### src/rtl/bcd2bin_seq_if.sv
// Handshake and data bundle for the sequential BCD-to-binary converter.
interface bcd2bin_seq_if #(
   parameter int unsigned DIGITS = 3,
   parameter int unsigned BIN_W  = 10
);
   logic                  start;
   logic [4*DIGITS-1:0]   bcd_in;
   logic                  busy;
   logic                  done;
   logic [BIN_W-1:0]      bin_out;
   logic                  err;

   modport master (
      output start, bcd_in,
      input  busy, done, bin_out, err
   );

   modport slave (
      input  start, bcd_in,
      output busy, done, bin_out, err
   );
endinterface

### src/rtl/bcd2bin_seq.sv
// Sequential packed-BCD to binary converter using reverse double-dabble:
// one right shift plus per-digit subtract-3 correction per clock.
module bcd2bin_seq #(
   parameter int unsigned DIGITS = 3,
   parameter int unsigned BIN_W  = 10
) (
   input  logic          clk,
   input  logic          rst_n,
   bcd2bin_seq_if.slave  bus
);
   localparam int unsigned BCD_W = 4 * DIGITS;
   localparam int unsigned SR_W  = BCD_W + BIN_W;
   localparam int unsigned CNT_W = (BIN_W > 1) ? $clog2(BIN_W) : 1;

   typedef enum logic [1:0] {
      IDLE,
      CONV,
      DONE
   } state_t;

   state_t             state;
   state_t             state_nx;
   logic               load;
   logic [SR_W-1:0]    sr;
   logic [SR_W-1:0]    sr_step;
   logic [CNT_W-1:0]   cnt;
   logic               invalid;
   logic               bad_digit;
   logic               last_step;
   logic [BIN_W-1:0]   bin_q;
   logic               err_q;

   // One iteration: shift the whole register right, then fix up each BCD digit.
   always_comb begin
      sr_step = sr >> 1;
      for (int unsigned d = 0; d < DIGITS; d++) begin
         if (sr_step[BIN_W + 4*d +: 4] >= 4'd8)
            sr_step[BIN_W + 4*d +: 4] = sr_step[BIN_W + 4*d +: 4] - 4'd3;
      end
   end

   always_comb begin
      bad_digit = 1'b0;
      for (int unsigned d = 0; d < DIGITS; d++) begin
         if (bus.bcd_in[4*d +: 4] > 4'd9)
            bad_digit = 1'b1;
      end
   end

   assign last_step = (cnt == CNT_W'(BIN_W - 1));

   always_ff @(posedge clk or negedge rst_n) begin
      if (!rst_n)
         state <= IDLE;
      else
         state <= state_nx;
   end

   // The edge that ends DONE may accept a new request, giving one
   // conversion every BIN_W+1 cycles.
   always_comb begin
      state_nx = state;
      load     = 1'b0;
      case (state)
         IDLE: begin
            if (bus.start) begin
               state_nx = CONV;
               load     = 1'b1;
            end
         end
         CONV: begin
            if (last_step)
               state_nx = DONE;
         end
         DONE: begin
            if (bus.start) begin
               state_nx = CONV;
               load     = 1'b1;
            end else begin
               state_nx = IDLE;
            end
         end
         default: state_nx = IDLE;
      endcase
   end

   always_ff @(posedge clk or negedge rst_n) begin
      if (!rst_n) begin
         sr      <= '0;
         cnt     <= '0;
         invalid <= 1'b0;
         bin_q   <= '0;
         err_q   <= 1'b0;
      end else if (load) begin
         sr      <= {bus.bcd_in, {BIN_W{1'b0}}};
         cnt     <= '0;
         invalid <= bad_digit;
      end else if (state == CONV) begin
         sr  <= sr_step;
         cnt <= cnt + CNT_W'(1);
         if (last_step) begin
            bin_q <= invalid ? '0 : sr_step[BIN_W-1:0];
            err_q <= invalid;
         end
      end
   end

   assign bus.busy    = (state == CONV);
   assign bus.done    = (state == DONE);
   assign bus.bin_out = bin_q;
   assign bus.err     = err_q;
endmodule
### src/flat_wrapper.sv
// flat-port wrapper written by rule: the top's interface ports become plain ports
module bcd2bin_seq_flat 
#(
   parameter int unsigned DIGITS = 3,
   parameter int unsigned BIN_W  = 10
)
  (clk, rst_n, bus_start, bus_bcd_in, bus_busy, bus_done, bus_bin_out, bus_err);
  bcd2bin_seq_if #(.DIGITS(DIGITS), .BIN_W(BIN_W)) bus_i ();
  input  logic clk;
  input  logic rst_n;
  input wire logic [$bits(bus_i.start)-1:0] bus_start;
  input wire logic [$bits(bus_i.bcd_in)-1:0] bus_bcd_in;
  output wire logic [$bits(bus_i.busy)-1:0] bus_busy;
  output wire logic [$bits(bus_i.done)-1:0] bus_done;
  output wire logic [$bits(bus_i.bin_out)-1:0] bus_bin_out;
  output wire logic [$bits(bus_i.err)-1:0] bus_err;
  assign bus_i.start = bus_start;
  assign bus_i.bcd_in = bus_bcd_in;
  assign bus_busy = bus_i.busy;
  assign bus_done = bus_i.done;
  assign bus_bin_out = bus_i.bin_out;
  assign bus_err = bus_i.err;
  bcd2bin_seq #(.DIGITS(DIGITS), .BIN_W(BIN_W)) u_core (.clk(clk), .rst_n(rst_n), .bus(bus_i));
endmodule
### config.mk
export PLATFORM = sky130hd
export DESIGN_NAME = bcd2bin_seq_flat
export DESIGN_NICKNAME = d
export VERILOG_FILES = /design/src/rtl/bcd2bin_seq_if.sv /design/src/rtl/bcd2bin_seq.sv /design/src/flat_wrapper.sv
export SDC_FILE = /design/constraint.sdc
export NUM_CORES = 1
export LEC_CHECK = 0
export ABC_AREA = 1
export CAP_MARGIN = 20
export CORE_MARGIN = 2
export CORE_UTILIZATION = 53
export CTS_BUF_LIST = sky130_fd_sc_hd__clkbuf_16
export DETAILED_ROUTE_END_ITERATION = 10
export GPL_ROUTABILITY_DRIVEN = 0
export GPL_TIMING_DRIVEN = 0
export PLACE_DENSITY_LB_ADDON = 0.1
export SYNTH_ARGS = -nofsm -noshare
export SYNTH_HDL_FRONTEND = slang
export SYNTH_SLANG_ARGS = --single-unit
### constraint.sdc
create_clock -name clk -period 1.7 [get_ports clk]
set_input_delay 0.17 -clock clk [delete_from_list [all_inputs] [get_ports clk]]
set_output_delay 0.17 -clock clk [all_outputs]
set_load 0.01 [all_outputs]
==> impl_metrics.yaml <==
die:
  num_io_pins: 28
  core_area_um2: 3311
  die_y_um: 62.29
  die_w_um: 62.29
  initial_utilization_pct: 54.38
  num_rows: 21
  dieArea_um2: 3879
layout:
  fillers: 279
  regArea_um2: 975.9
  utilization_pct: 68.44
  fin_cells: 292
  antennaDiodeCount: 0
  final_nets: 267
  area.growth.synth_to_final_pct: 25.85
  multi_input_area_um2: 680.7
  drive_gt1_share_pct: 7.724
power_and_ir_drop:
  power_w: 0.004163
  intPower_w: 0.002625
  power_density_nw_per_um2: 1837
  p_leak_nw: 1.101
  p_sw_w: 0.001538
  switching_share_pct: 36.93
  ir_drop_mv: 1.163
  combPwrFrac_pct: 40.0
  clockPowerShare_pct: 20.6
  seqPwrFrac_pct: 39.4
drt:
  drc_errors: 0
  route.vias.total: 1475
  wl_mm: 3.473
  drt-pass1-iter-count: 4
  detail-route-antenna-nets: 0
  drtIter0Drc: 100
  wl_per_cell_um: 11.89
  via_per_inst: 5.051
sta:
  hold_viol_final: 1
  fmax_mhz: 651.1
  finalMaxSlewViolations: 0
  tightest_slew_ns: 0.8378
  post-route-period-util_pct: 90.34
  max_slew_margin_pct: 44.14
  setup_ws_ns: 0.1642
  finalCriticalPeriod_ns: 1.536
  finalSetupTns_ns: 0
  clock_skew_ns: 0.004049
  hold_slack_ns: -0.0007130
  setup_viol: 0
  rsz0062_at_grt: "no"
status:
  violations: "hold timing"
  outcome: "complete, but fails checks"
synth:
  synth_nets: 232
  yosysSeqAreaShare_pct: 54.20
  synth.area.mux_share_pct: 0
  synth_area_um2: 1800
  synth_commonest_cells: "nand2_1, dfrtp_1, inv_1"
  synthFlopType: "dfrtp_1"
  synthTopCellsByArea: "dfrtp_1, nand2_1, nand3_1, inv_1, o21ai_0"
  ys_types: 20
  ys_seq_elements: 39
  synth.largest_area_cell: "dfrtp_1"
  synth-simple-area-share_pct: 23.70
  yosys.cell_count.top_type: "nand2_1"
  synthXorXnorAreaFrac_pct: 0.4864
  synth_fa_ha_area_share_pct: 4.170
  synth-edff-count: 0
  synth_compound_area_share_pct: 9.451
  avgSynthCellArea_um2: 8.533
  synth_warnings: 0
  synthCells: 211
  async_reset_ff_share_pct: 100.0
  synth_top_area_share_pct: 54.20
  synth_top_family_by_area: "simple AND/OR/NAND/NOR gates"
critical_path:
  cp_num_buf_inv: 2
  reg2reg_depth: 8
  path_class: "reg2out"
  crit_start: "u_core.state[1]"
  worstReg2RegStart: "u_core.cnt[1]"
  cp-end-kind: "primary output"
  ff2ff_setup_slack_ns: 0.25
  worstPathCellList: "inv_1, nor2_1, clkdlybuf4s50_1"
  critPathMaxStageDelay_ns: 0.54
  cp_data_arrival_time_ns: 1.37
  crit_fanout: 2
  critPathCapture: "bus_done"
  crit_path_top_delay_cell: "clkdlybuf4s50_1"
  timing.rr.end: "u_core.bus.bin_out[2]"
  cp_top_family: "buffers and inverters"
  required_ns: 1.53
  crit_cells: 3
  critPathLaunchType: "register"
clocking:
  clock_path_buffers: 2
  clk_latency_ns: 0.28
  cts_buffers: 5
  cts_htree_levels: 2
  tritoncts: "built"
  clkTransAtPathRegs_ns: 0.05
  cts_sinks: 39
  cts_root_buf: "clkbuf_16"
global_routing:
  gr-total-overflow: 0
  antenna_found_initial: 0
  grt_max_degree: 40
  grt_pass1_vias: 1397
  track_usage_pct: 20.98
  grt_pass1_wl_mm: 6.396
place:
  io_buffers: 27
  dp_slack_ns: 0.09038
  placedCellCount: 284
  hpwlAfterDp_mm: 2.358
hold_path:
  hold_class: "in2async"
job:
  cap_violations: 0
cell type report:
cell class              count  share of cell area, %
multi-input cells         140                  30.04
clock inverters             2                 0.3865
well taps                  46                  2.540
plain buffers               8                  2.485
inverters                  24                  3.976
flip-flops and latches     39                  43.07
repair buffers             28                  11.98
clock buffers               5                  5.522
logic make-up after synthesis:
logic type / after synthesis
flops: 39
fa+ha+maj: 6
buf+inv: 32
simple gates: 102
xor+xnor: 1
compound gates: 31
layout by cell type, fill, tap and decap left out:
cell type,Yosys,layout
dlygate4sd2_1,0,1
clkinv_1,0,1
o21ai_0,17,17
inv_2,1,1
o22ai_1,8,8
a21oi_1,1,1
nand3b_1,2,2
ha_1,6,6
dfrtp_1,39,39
buf_4,1,3
nor2_4,1,1
xor2_1,1,1
nand2_1,71,71
buf_6,2,2
inv_1,23,23
nand2_2,2,2
o21ai_1,3,3
clkbuf_16,0,5
nor2_1,7,7
clkbuf_1,1,1
o211ai_1,2,2
clkinv_2,0,1
buf_2,4,4
nand3_1,19,19
clkdlybuf4s50_1,0,25
stage by stage:
| stage | area (um2) | hold slack, ns |
|---|---|---|
| final | 2266 | -0.0007130 |
| after global routing | 2266 | 0.07702 |
| after CTS | 2266 | 0.03235 |
| after detailed placement | 2123 | 0.3275 |
| after global placement | 2128 | 0.4599 |
| after floorplan | 1800 | -0.1256 |
worst min-delay path by stage:
stage | startpoint | endpoint | slack [ns] | depth (start not counted)
finish | rst_n | u_core.bus.err | -0.0007 | 1
global route | rst_n | u_core.bus.bin_out[6] | 0.08 | 1
detailed placement | rst_n | u_core.bus.err | 0.33 | 1
floorplan | rst_n | u_core.bus.bin_out[0] | -0.13 | 0
CTS | rst_n | u_core.bus.bin_out[1] | 0.03 | 1
global placement | u_core.sr[21] | u_core.sr[21] | 0.46 | 2
power by group through the flow:
stage	sequential, W	clock (W)	combinational (W)
final	0.00164	0.000858	0.00166
after global routing	0.00170	0.000919	0.00191
after CTS	0.00164	0.000873	0.00168
after detailed placement	0.00165	0	0.00164
after global placement	0.00164	0	0.00161
after floorplan	0.00164	0	0.00105
flip-flops by register name, indices dropped and copies added (netlist names):
register and flops:
u_core.bus.bin_out 10, u_core.bus.err 1, u_core.cnt 4, u_core.invalid 1
u_core.sr 21, u_core.state 2
what timing repair did:
action / 4_1_cts / 5_1_grt
setup endpoints to repair: 1 / 0
resized for setup: 2 / 0
hold buffers: 0 / 0
buffers inserted: 1 / 0
routing by layer:
layer	up-vias	wire length, um	GRT usage [%]	part of all wire, %
met3	5	143	3.442	4.1
met2	32	1581	31.66	46
met4	0	63	10.00	1.8
met1	689	1685	29.76	49
li1	749	-	-	-
met5	-	0	0	0
(Power assumes the default switching activity.)
